## config.mk

```make
export PLATFORM = sky130hd
export DESIGN_NAME = stim_sweep_capture
export DESIGN_NICKNAME = d
export VERILOG_FILES = /design/src/rtl/stim_sweep_capture.sv
export SDC_FILE = /design/constraint.sdc
export NUM_CORES = 1
export LEC_CHECK = 0
export CORE_MARGIN = 1.5
export CORE_UTILIZATION = 50
export DETAILED_ROUTE_END_ITERATION = 10
export HOLD_SLACK_MARGIN = 0.1
export MAX_ROUTING_LAYER = met4
export PLACE_DENSITY = 0.76
export SLEW_MARGIN = 20
export SYNTH_ARGS = -nofsm -noshare
export SYNTH_HDL_FRONTEND = slang
export SYNTH_SLANG_ARGS = --single-unit
```

## constraint.sdc

```tcl
create_clock -name CK -period 2.6 [get_ports CK]
set_input_delay 0.39 -clock CK [delete_from_list [all_inputs] [get_ports CK]]
set_output_delay 0.39 -clock CK [all_outputs]
set_load 0.005 [all_outputs]
```

## src/rtl/stim_sweep_capture.sv

```systemverilog
// stim_sweep_capture
//   Drives every N_IN-bit vector into a benchmark DUT, samples its single-bit
//   response after a settle window, and queues {vector,response} records in a
//   first-word-fall-through FIFO for a logger while folding them into a MISR.
module stim_sweep_capture #(
  parameter int                N_IN       = 3,
  parameter int                SETTLE     = 1,
  parameter int                FIFO_DEPTH = 4,
  parameter int                MISR_W     = 16,
  parameter logic [MISR_W-1:0] MISR_POLY  = 16'h8016
) (
  input  logic              CK,
  input  logic              reset,
  input  logic              start,
  output logic [N_IN-1:0]   stim_out,
  input  logic              dut_out,
  output logic              rec_valid,
  input  logic              rec_ready,
  output logic [N_IN-1:0]   rec_vec,
  output logic              rec_bit,
  output logic              busy,
  output logic              done,
  output logic [MISR_W-1:0] signature
);

  localparam int REC_W = N_IN + 1;
  localparam int PTR_W = (FIFO_DEPTH > 1) ? $clog2(FIFO_DEPTH) : 1;
  localparam int CNT_W = $clog2(FIFO_DEPTH + 1);
  localparam int SET_W = (SETTLE > 1) ? $clog2(SETTLE) : 1;

  typedef enum logic [2:0] {
    S_IDLE   = 3'd0,
    S_DRIVE  = 3'd1,
    S_WAIT   = 3'd2,
    S_SAMPLE = 3'd3,
    S_STALL  = 3'd4,
    S_FLUSH  = 3'd5,
    S_DONE   = 3'd6
  } state_t;

  // One MISR step: shift, conditional polynomial feedback, fold in the record.
  function automatic logic [MISR_W-1:0] misr_next(input logic [MISR_W-1:0] sig,
                                                  input logic [REC_W-1:0]  rec);
    logic [MISR_W-1:0] fb;
    fb = sig[MISR_W-1] ? MISR_POLY : {MISR_W{1'b0}};
    return (sig << 1) ^ fb ^ MISR_W'(rec);
  endfunction

  // Sequencer state
  state_t            state_q;
  logic [N_IN-1:0]   pattern_q;
  logic [N_IN-1:0]   stim_q;
  logic [SET_W-1:0]  cnt_q;
  logic [MISR_W-1:0] sig_q;
  logic              busy_q;
  logic              done_q;

  // Record FIFO state
  logic [REC_W-1:0]  mem_q [FIFO_DEPTH];
  logic [PTR_W-1:0]  wr_ptr_q;
  logic [PTR_W-1:0]  rd_ptr_q;
  logic [CNT_W-1:0]  count_q;
  logic              valid_q;

  // Next-state / handshake signals
  logic              pop_s;
  logic              full_s;
  logic              push_s;
  logic [REC_W-1:0]  rec_s;
  logic [MISR_W-1:0] sig_d;
  logic [PTR_W-1:0]  wr_ptr_d;
  logic [PTR_W-1:0]  rd_ptr_d;
  logic [CNT_W-1:0]  count_d;

  // FIFO handshake decode; "full" already credits a pop in the same cycle.
  always_comb begin
    pop_s  = valid_q && rec_ready;
    full_s = (count_q == CNT_W'(FIFO_DEPTH)) && !pop_s;
    push_s = (state_q == S_SAMPLE) && !full_s;
    rec_s  = {pattern_q, dut_out};
    sig_d  = misr_next(sig_q, rec_s);

    if (push_s) begin
      wr_ptr_d = wr_ptr_q + PTR_W'(1'b1);
    end else begin
      wr_ptr_d = wr_ptr_q;
    end

    if (pop_s) begin
      rd_ptr_d = rd_ptr_q + PTR_W'(1'b1);
    end else begin
      rd_ptr_d = rd_ptr_q;
    end

    case ({push_s, pop_s})
      2'b10:   count_d = count_q + CNT_W'(1'b1);
      2'b01:   count_d = count_q - CNT_W'(1'b1);
      default: count_d = count_q;
    endcase
  end

  // Record FIFO storage, pointers and registered head-valid flag.
  always_ff @(posedge CK or negedge reset) begin
    if (!reset) begin
      for (int i = 0; i < FIFO_DEPTH; i++) begin
        mem_q[i] <= {REC_W{1'b0}};
      end
      wr_ptr_q <= {PTR_W{1'b0}};
      rd_ptr_q <= {PTR_W{1'b0}};
      count_q  <= {CNT_W{1'b0}};
      valid_q  <= 1'b0;
    end else begin
      if (push_s) begin
        mem_q[wr_ptr_q] <= rec_s;
      end
      wr_ptr_q <= wr_ptr_d;
      rd_ptr_q <= rd_ptr_d;
      count_q  <= count_d;
      valid_q  <= (count_d != {CNT_W{1'b0}});
    end
  end

  // Sweep sequencer: drive, settle, sample/stall, then flush to done.
  always_ff @(posedge CK or negedge reset) begin
    if (!reset) begin
      state_q   <= S_IDLE;
      pattern_q <= {N_IN{1'b0}};
      stim_q    <= {N_IN{1'b0}};
      cnt_q     <= {SET_W{1'b0}};
      sig_q     <= {MISR_W{1'b0}};
      busy_q    <= 1'b0;
      done_q    <= 1'b0;
    end else begin
      case (state_q)
        S_IDLE, S_DONE: begin
          if (start) begin
            pattern_q <= {N_IN{1'b0}};
            sig_q     <= {MISR_W{1'b0}};
            done_q    <= 1'b0;
            busy_q    <= 1'b1;
            state_q   <= S_DRIVE;
          end else begin
            state_q   <= state_q;
          end
        end
        S_DRIVE: begin
          stim_q  <= pattern_q;
          cnt_q   <= SET_W'(SETTLE - 1);
          state_q <= S_WAIT;
        end
        S_WAIT: begin
          if (cnt_q != {SET_W{1'b0}}) begin
            cnt_q <= cnt_q - SET_W'(1'b1);
          end else begin
            state_q <= S_SAMPLE;
          end
        end
        S_SAMPLE: begin
          if (full_s) begin
            // No room even after this cycle's pop: hold the vector and retry.
            state_q <= S_STALL;
          end else begin
            sig_q <= sig_d;
            if (pattern_q == {N_IN{1'b1}}) begin
              state_q <= S_FLUSH;
            end else begin
              pattern_q <= pattern_q + N_IN'(1'b1);
              state_q   <= S_DRIVE;
            end
          end
        end
        S_STALL: begin
          if (!full_s) begin
            state_q <= S_SAMPLE;
          end else begin
            state_q <= S_STALL;
          end
        end
        S_FLUSH: begin
          if (count_q == {CNT_W{1'b0}}) begin
            busy_q  <= 1'b0;
            done_q  <= 1'b1;
            state_q <= S_DONE;
          end else begin
            state_q <= S_FLUSH;
          end
        end
        default: begin
          state_q <= S_IDLE;
          busy_q  <= 1'b0;
          done_q  <= 1'b0;
        end
      endcase
    end
  end

  assign stim_out  = stim_q;
  assign rec_valid = valid_q;
  assign rec_vec   = mem_q[rd_ptr_q][REC_W-1:1];
  assign rec_bit   = mem_q[rd_ptr_q][0];
  assign busy      = busy_q;
  assign done      = done_q;
  assign signature = sig_q;

endmodule

```

==> results.sh, run 1 <==
export IMPL_worstSetupStartpoint="rec_ready"
export IMPL_final_hold_viol_count=0
export IMPL_timing_rr_end="rec_valid$_DFF_PN0_"
export IMPL_post_route_period_util=0.892
export IMPL_async_reset_ff_frac=1.00
export IMPL_worst_path_max_fanout=2
export IMPL_cts_tree="done"
export IMPL_startpoint_type="primary input"
export IMPL_dp_slack_ps=-71.3
export IMPL_num_antenna_cells=0
export IMPL_syn2layout_area_growth_pct=19.7
export IMPL_grt_first_pass_wirelength_um=7840
export IMPL_clock_skew_ps=5.10
export IMPL_avgRoutedWirePerCell_um=14.4
export IMPL_syn_avg_cell_area_um2=11.6
export IMPL_cts_setup_buffers=0
export IMPL_max_cap_viol_count=0
export IMPL_clkSinkCount=51
export IMPL_p_leak_nw=1.36
export IMPL_hp_class="in -> async"
export IMPL_rows=25
export IMPL_ctsResizeCount=0
export IMPL_final_util=0.626
export IMPL_worstPathArrival_ps=2510
export IMPL_rsz0062_at_grt="false"
export IMPL_synth_net_count=227
export IMPL_slew_headroom=0.573
export IMPL_drc_errors=0
export IMPL_crit_slowest_cell="clkdlybuf4s50_1"
export IMPL_portBuffers=30
export IMPL_peakVddDrop_uv=889
export IMPL_slowest_delay_ps=450
export IMPL_layout_drive_gt1_share=0.187
export IMPL_nets=258
export IMPL_antenna_found_initial=0
export IMPL_fp_dieH_um=73.5
export IMPL_routed_wl_um=4500
export IMPL_ys_types=39
export IMPL_fin_cells=313
export IMPL_setup_ws_ps=280
export IMPL_hold_buffers=0
export IMPL_grt_pass1_vias=1616
export IMPL_syn_cell_area_um2=2490
export IMPL_dp_hpwl_um=3020
export IMPL_cts_root_buf="clkbuf_8"
export IMPL_grt_max_degree=52
export IMPL_first_pass_iters=5
export IMPL_grt_use_total=0.197
export IMPL_worstSetupPathType="in -> reg"
export IMPL_clkTransAtPathRegs_ps=90
export IMPL_pin_count=31
export IMPL_endpoint_kind="register"
export IMPL_initial_core_util=0.523
export IMPL_num_vias=1649
export IMPL_h_tree_depth=2
export IMPL_crit_end="rec_valid$_DFF_PN0_"
export IMPL_maxSlewViolCount=0
export IMPL_die_w_um=73.5
export IMPL_gp_congestion=0.786
export IMPL_r2r_cells=10
export IMPL_clock_path_buffers=2
export IMPL_cellPowerDensity_nw_per_um2=1310
export IMPL_syn_inst=214
export IMPL_num_fill_cells=395
export IMPL_synth_seq_cells=51
export IMPL_numCtsBuffers=5
export IMPL_drt_iter0_markers=93
export IMPL_cp_required_ps=2790
export IMPL_synth_edf_count=0
export IMPL_placed_cells=305
export IMPL_die_area_um2=5410
export IMPL_core_area_um2=4750
export IMPL_clock_latency_ps=310
export IMPL_fin_hold_ws_ps=191
export IMPL_ys_warn_count=0
export IMPL_status="finished clean"
export IMPL_fmax_ghz=0.431
export IMPL_fin_crit_ps=2320
export IMPL_setup_viol=0
export IMPL_worst_slew_pin_slew_ps=641
export IMPL_synth_seq_area_share=0.513
export IMPL_yosys_most_used_dff="dfrtp_1"
export IMPL_ant_nets=0
export IMPL_reg2reg_from="count_q[0]$_DFF_PN0_"
export IMPL_r2r_slack_ps=340
export IMPL_post_drt_via_cell_ratio=5.27
export IMPL_grt_ovfl_total=0
export IMPL_cp_cell_sequence="clkdlybuf4s50_1 -> a211oi_4 -> a21oi_2 -> inv_1 -> ha_1 -> inv_1 -> fa_1 -> xor2_1 -> nor2_1 -> xor2_1 -> or3_1"
[worst min path at each step]
stage / cells after the start / end / slack (ps)
global placement: 2 / busy$_DFFE_PN0P_ / 470
CTS: 2 / mem_q[11]$_DFFE_PN0P_ / 210
detailed placement: 2 / busy$_DFFE_PN0P_ / 470
global route: 2 / mem_q[14]$_DFFE_PN0P_ / 240
finish: 2 / mem_q[11]$_DFFE_PN0P_ / 190
floorplan: 0 / busy$_DFFE_PN0P_ / 90
[through the flow]
stage | total power [mW] | setup TNS, ps | cell area (um^2)
after floorplan | 2.70 | 0 | 2490
after global placement | 3.30 | 0 | 2860
after detailed placement | 3.36 | -71.3 | 2860
after CTS | 3.95 | 0 | 2980
after global routing | 4.23 | 0 | 2980
final | 3.91 | 0 | 2980
[cells by family after synthesis]
kind of cell,after synthesis,share of synthesized area
multiplexers,26,0.152
adder cells (fa/ha/maj),9,0.0473
AND/OR/NAND/NOR,67,0.133
buffers and inverters,22,0.0402
flip-flops,51,0.513
XOR/XNOR,12,0.0423
AO/OA/AOI/OAI,27,0.0714
[area by class of cell]
cell class,count,area [um^2],area share
sequential,51,1280,0.429
multi-input combinational,141,1110,0.373
timing repair buffer,39,363,0.122
tap,67,83.8,0.0282
clock buffer,6,82.6,0.0277
clock inverter,2,35.0,0.0118
inverter,7,26.3,0.00882
[power breakdown]
| group | switching (mW) | internal (mW) | leakage, nW | total [mW] |
|---|---|---|---|---|
| Combinational | 0.768 | 1.07 | 0.658 | 1.84 |
| Sequential | 0.343 | 1.15 | 0.644 | 1.50 |
| Clock | 0.261 | 0.312 | 0.0612 | 0.573 |
[cells in the mapped netlist (all sizes together) (2+ instances only)]
library cell / instances / area share
nand3: 19 / 0.038
or3: 2 / 0.0050
xor2: 5 / 0.018
and2: 6 / 0.018
xnor2: 7 / 0.025
nand2: 29 / 0.044
mux4: 4 / 0.036
clkbuf: 10 / 0.015
nor2b: 3 / 0.0075
o21ai: 12 / 0.024
a21oi: 6 / 0.014
a22oi: 2 / 0.0060
inv: 7 / 0.011
dfrtp: 51 / 0.51
a211oi: 2 / 0.011
mux2: 19 / 0.10
nand2b: 3 / 0.0075
buf: 5 / 0.015
mux2i: 3 / 0.012
ha: 7 / 0.035
[placed cells by master (no fill, tap or decap), drive strengths merged, types with 2 or more instances in the layout]
cell type	Yosys	routed
clkbuf	10	6
and2	6	6
a22oi	2	2
xor2	5	5
ha	7	7
xnor2	7	7
mux4	4	4
nand2	29	29
o21ai	12	12
a211oi	2	2
nand2b	3	3
mux2	19	19
dfrtp	51	51
a21oi	6	6
clkdlybuf4s50	0	29
mux2i	3	3
buf	5	10
or3	2	2
inv	7	7
nand3	19	19
nor2b	3	3
[worst max-delay path, delay by kind of cell]
kind | cells | cell delay, ps
AOI/OAI and AO/OA | 2 | 330
xor gates and xnor gates | 2 | 290
adders and majority gates | 2 | 540
buffers and inverters | 3 | 590
and+or+nand+nor | 2 | 370
[per-layer routing]
metal	track usage	share of wire	vias to the layer above
met5	-	0	-
met4	0.0556	0.0098	0
met3	0.0549	0.040	5
met2	0.295	0.46	29
met1	0.264	0.49	823
li1	-	-	792
[flip-flops by register name (all words and copies together), names as in the netlist]
name,flops
mem_q,16
done,1
rd_ptr_q,2
busy,1
state_q,3
rec_valid,1
count_q,3
stim_out,3
pattern_q,3
wr_ptr_q,2
signature,16
(Power assumes the default switching activity.)
==> run 2: changes to the inputs <==
Settings changed: CELL_PAD_IN_SITES_DETAIL_PLACEMENT set to 1, CELL_PAD_IN_SITES_GLOBAL_PLACEMENT set to 2, CORE_UTILIZATION 50 to 39, PLACE_DENSITY 0.76 to 0.83.
Clock period 2.6 ns to 2.9 ns, I/O delays scaled along.
==> results.sh, run 2 (synthesis results as in run 1) <==
export IMPL_status="finished clean"
export IMPL_num_fill_cells=660
export IMPL_slew_headroom=0.556
export IMPL_worstSetupPathType="in -> reg"
export IMPL_ctsResizeCount=0
export IMPL_worst_slew_pin_slew_ps=665
export IMPL_hp_class="in -> async"
export IMPL_clkTransAtPathRegs_ps=90
export IMPL_numCtsBuffers=5
export IMPL_fmax_ghz=0.414
export IMPL_grt_first_pass_wirelength_um=9050
export IMPL_portBuffers=30
export IMPL_clock_skew_ps=12.7
export IMPL_drt_iter0_markers=57
export IMPL_drc_errors=0
export IMPL_maxSlewViolCount=0
export IMPL_worst_path_max_fanout=2
export IMPL_core_area_um2=6030
export IMPL_die_w_um=82.9
export IMPL_rsz0062_at_grt="false"
export IMPL_multiInputGateArea_um2=1110
export IMPL_nets=255
export IMPL_grt_ovfl_total=0
export IMPL_hold_buffers=0
export IMPL_endpoint_kind="register"
export IMPL_avgRoutedWirePerCell_um=16.5
export IMPL_grt_use_total=0.169
export IMPL_slowest_delay_ps=450
export IMPL_cellPowerDensity_nw_per_um2=1170
export IMPL_syn2layout_area_growth_pct=17.8
export IMPL_startpoint_type="primary input"
export IMPL_cts_setup_buffers=0
export IMPL_clock_latency_ps=310
export IMPL_pin_count=31
export IMPL_cp_cell_sequence="clkdlybuf4s50_1 -> a211oi_4 -> a21oi_2 -> inv_1 -> ha_1 -> inv_1 -> fa_1 -> xor2_1 -> nor2_1 -> xor2_1 -> or3_1"
export IMPL_cts_tree="done"
export IMPL_final_common_cell="dfrtp_1"
export IMPL_post_route_period_util=0.833
export IMPL_power_total_mw=3.42
export IMPL_first_pass_iters=4
export IMPL_antenna_found_initial=0
export IMPL_fin_crit_ps=2420
export IMPL_h_tree_depth=2
export IMPL_dp_slack_ps=130
export IMPL_layout_drive_gt1_share=0.169
export IMPL_die_area_um2=6870
export IMPL_finalSetupTns_ps=0
export IMPL_post_drt_via_cell_ratio=5.20
export IMPL_final_cell_mix="dfrtp_1, nand2_1, clkdlybuf4s50_1"
export IMPL_grt_pass1_vias=1814
export IMPL_peakVddDrop_uv=661
export IMPL_path_buf_inv=3
export IMPL_ant_nets=0
export IMPL_setup_viol=0
export IMPL_gp_congestion=0.754
export IMPL_cp_required_ps=3090
export IMPL_fp_dieH_um=82.9
export IMPL_dp_hpwl_um=3610
export IMPL_routed_wl_um=5260
export IMPL_initial_core_util=0.413
export IMPL_p_leak_nw=1.33
export IMPL_num_vias=1655
export IMPL_setup_ws_ps=484
export IMPL_clkSinkCount=51
export IMPL_max_cap_viol_count=0
export IMPL_num_antenna_cells=0
export IMPL_clock_path_buffers=2
export IMPL_final_hold_viol_count=0
export IMPL_cts_root_buf="clkbuf_8"
export IMPL_register_area_um2=1280
export IMPL_rows=28
export IMPL_cp_top_family="buffers and inverters"
export IMPL_worstPathArrival_ps=2610
export IMPL_grt_max_degree=52
export IMPL_crit_slowest_cell="clkdlybuf4s50_1"
[run 2: cell types whose count changed in the layout (fill, tap and decap cells not counted), sizes merged]
cell,before,now
bufinv,1,0
clkbuf,6,7
buf,10,7
[run 2: worst reg2reg max path: cells and delay by family, from the launching register on]
family	cells	cell delay (ps)
DFF	1	550
and+or+nand+nor	3	660
xor gates and xnor gates	2	300
AOI/OAI and AO/OA	1	60
buffers and inverters	2	150
adders and majority gates	2	560
[run 2: cell type report]
type	instances	share of cell area
multi-input combinational	141	0.379
clock buffer	7	0.0261
tap	75	0.0320
inverter	7	0.00897
clock inverter	1	0.00171
sequential	51	0.436
timing repair buffer	36	0.116
[run 2: metrics by stage]
stage          utilization  area [um^2]  hold slack (ps)  cells
4_1_cts              0.486         2930              262    318
2_1_floorplan            -         2490              139    214
3_5_place_dp         0.473         2850              468    310
3_3_place_gp         0.473         2850              472    310
5_1_grt              0.486         2930              305    318
6_report             0.486         2930              236    318
[run 2: layer usage]
| layer | GRT usage | part of all wire |
|---|---|---|
| met1 | 0.221 | 0.50 |
| met5 | - | 0 |
| met2 | 0.260 | 0.45 |
| met3 | 0.0398 | 0.040 |
| met4 | 0.0591 | 0.015 |
[run 2: worst paths after layout]
kind | start | to | slack (ps) | depth (start not counted)
worst max-delay path | rec_ready | rec_valid$_DFF_PN0_ | 480 | 11
worst min-delay path | reset | state_q[2]$_DFFE_PN0N_ | 240 | 2
worst max register to register | state_q[2]$_DFFE_PN0N_ | rec_valid$_DFF_PN0_ | 510 | 10
worst min register to register | busy$_DFFE_PN0P_ | busy$_DFFE_PN0P_ | 490 | 2
max in group asynchronous | reset | mem_q[14]$_DFFE_PN0P_ | 2220 | 2
min in group CK | busy$_DFFE_PN0P_ | busy$_DFFE_PN0P_ | 490 | 2
[run 2: power breakdown]
part	switching (mW)	leakage, nW	internal [mW]
logic	0.694	0.643	0.942
clock network	0.227	0.0422	0.170
registers	0.348	0.644	1.03
total	1.27	1.33	2.15
==> run 3: changes to the inputs <==
Settings changed: CORE_UTILIZATION 39 to 33, PLACE_DENSITY 0.83 to 0.75.
Clock period 2.9 ns to 2.15 ns, I/O delays scaled along.
==> results.sh, run 3 (synthesis results as in run 1) <==
export IMPL_timing_rr_end="rec_valid$_DFF_PN0_"
export IMPL_dp_hpwl_um=3710
export IMPL_initial_core_util=0.341
export IMPL_ant_nets=0
export IMPL_status="finished clean"
export IMPL_combPwrFrac=0.493
export IMPL_pwr_share_clk=0.144
export IMPL_worst_slew_pin_slew_ps=523
export IMPL_path_buf_inv=2
export IMPL_p_leak_nw=1.42
export IMPL_internal_power_mw=3.20
export IMPL_fin_crit_ps=2100
export IMPL_pin_count=31
export IMPL_slowest_delay_ps=430
export IMPL_r2r_cells=10
export IMPL_post_route_period_util=0.978
export IMPL_final_common_cell="dfrtp_1"
export IMPL_power_switching_mw=1.75
export IMPL_max_cap_viol_count=0
export IMPL_fmax_ghz=0.476
export IMPL_cellPowerDensity_nw_per_um2=1580
export IMPL_hp_start="busy$_DFFE_PN0P_"
export IMPL_clock_path_buffers=2
export IMPL_grt_ovfl_total=0
export IMPL_cts_tree="done"
export IMPL_num_vias=1724
export IMPL_h_tree_depth=2
export IMPL_hp_class="reg -> reg"
export IMPL_swShare=0.355
export IMPL_crit_top_cell="xor2_1"
export IMPL_slew_headroom=0.652
export IMPL_setup_viol=0
export IMPL_endpoint_kind="register"
export IMPL_fin_hold_ws_ps=505
export IMPL_drt_iter0_markers=66
export IMPL_clkTransAtPathRegs_ps=90
export IMPL_gp_congestion=0.766
export IMPL_reg2reg_from="rec_valid$_DFF_PN0_"
export IMPL_antenna_found_initial=0
export IMPL_die_w_um=89.8
export IMPL_startpoint_type="register"
export IMPL_layout_drive_gt1_share=0.234
export IMPL_die_area_um2=8070
export IMPL_cp_required_ps=2340
export IMPL_grt_max_degree=32
export IMPL_peakVddDrop_uv=757
export IMPL_fp_dieH_um=89.8
export IMPL_syn2layout_area_growth_pct=26.0
export IMPL_rows=31
export IMPL_numCtsBuffers=5
export IMPL_worstSetupPathType="reg -> reg"
export IMPL_crit_slowest_cell="dfrtp_1"
export IMPL_clock_skew_ps=8.01
export IMPL_nets=268
export IMPL_cp_top_family="adder cells"
export IMPL_final_util=0.430
export IMPL_num_antenna_cells=0
export IMPL_finalSetupTns_ps=0
export IMPL_grt_first_pass_wirelength_um=9380
export IMPL_portBuffers=30
export IMPL_cp_cell_sequence="a211oi_4 -> a21oi_2 -> inv_4 -> ha_4 -> inv_2 -> fa_2 -> xor2_1 -> nor2_1 -> xor2_1 -> or3_1"
export IMPL_r2r_slack_ps=50
export IMPL_first_pass_iters=4
export IMPL_worstPathArrival_ps=2290
export IMPL_clkSinkCount=51
export IMPL_core_area_um2=7290
export IMPL_worstSetupStartpoint="rec_valid$_DFF_PN0_"
export IMPL_avgRoutedWirePerCell_um=15.1
export IMPL_final_cell_mix="dfrtp_1, nand2_1, clkdlybuf4s50_1"
export IMPL_grt_pass1_vias=1827
export IMPL_grt_use_total=0.152
export IMPL_drc_errors=0
export IMPL_routed_wl_um=5360
export IMPL_cts_root_buf="clkbuf_8"
export IMPL_seqPwrFrac=0.363
export IMPL_final_hold_viol_count=0
export IMPL_hold_end="busy$_DFFE_PN0P_"
export IMPL_worst_path_max_fanout=2
export IMPL_post_drt_via_cell_ratio=4.86
export IMPL_rsz0062_at_grt="true"
export IMPL_maxSlewViolCount=0
export IMPL_holdPathStages=2
export IMPL_clock_latency_ps=300
[run 3: per-layer routing]
layer  global-route usage  share of wire  up-vias
li1                     -              -      813
met1                0.198           0.48      881
met2                0.235           0.48       26
met4               0.0463          0.011        0
met5                    -              0        -
met3               0.0364          0.027        4
[run 3: repair_timing]
item | CTS | global route
setup endpoints to repair | 5 | 5
hold buffers | 1 | 0
endpoints found under the hold margin | 20 | 0
pin swaps | 2 | 5
buffers inserted | 2 | 2
resized for setup | 2 | 1
[run 3: worst max path at each step]
stage | cells past startpoint | slack [ps] | endpoint
floorplan | 12 | -230 | rec_valid$_DFF_PN0_
global placement | 11 | -330 | rec_valid$_DFF_PN0_
detailed placement | 11 | -410 | rec_valid$_DFF_PN0_
CTS | 10 | -30 | rec_valid$_DFF_PN0_
global route | 10 | -40 | rec_valid$_DFF_PN0_
finish | 10 | 50 | rec_valid$_DFF_PN0_
[run 3: worst min-delay path, delay by kind of cell, from the launching register on]
kind	cells	cell delay, ps
flip-flops	1	360
AND/OR/NAND/NOR	2	120
[run 3: power by group through the flow]
stage	Clock (mW)	Sequential (mW)	Combinational, mW
floorplan	0	1.67	1.64
global placement	0	1.81	2.36
detailed placement	0	1.83	2.42
CTS	0.737	1.82	2.46
global route	0.772	1.88	2.72
finish	0.713	1.80	2.44
[run 3: metrics by stage]
| step | worst slack, ps | total power [mW] | area [um^2] | instances |
|---|---|---|---|---|
| floorplan | -226 | 3.31 | 2510 | 214 |
| detailed placement | -408 | 4.26 | 2970 | 342 |
| finish | 47.3 | 4.95 | 3130 | 355 |
| global route | -41.6 | 5.37 | 3130 | 355 |
| CTS | -26.1 | 5.01 | 3120 | 353 |
| global placement | -331 | 4.18 | 2970 | 342 |
[run 3: cell type report]
type | instances | area (um^2)
clock inverters | 2 | 38.8
multi-input cells | 141 | 1130
well taps | 99 | 124
flip-flops and latches | 51 | 1280
clock buffers | 6 | 82.6
repair buffers | 49 | 455
fillers | 824 | 4160
inverters | 7 | 28.8
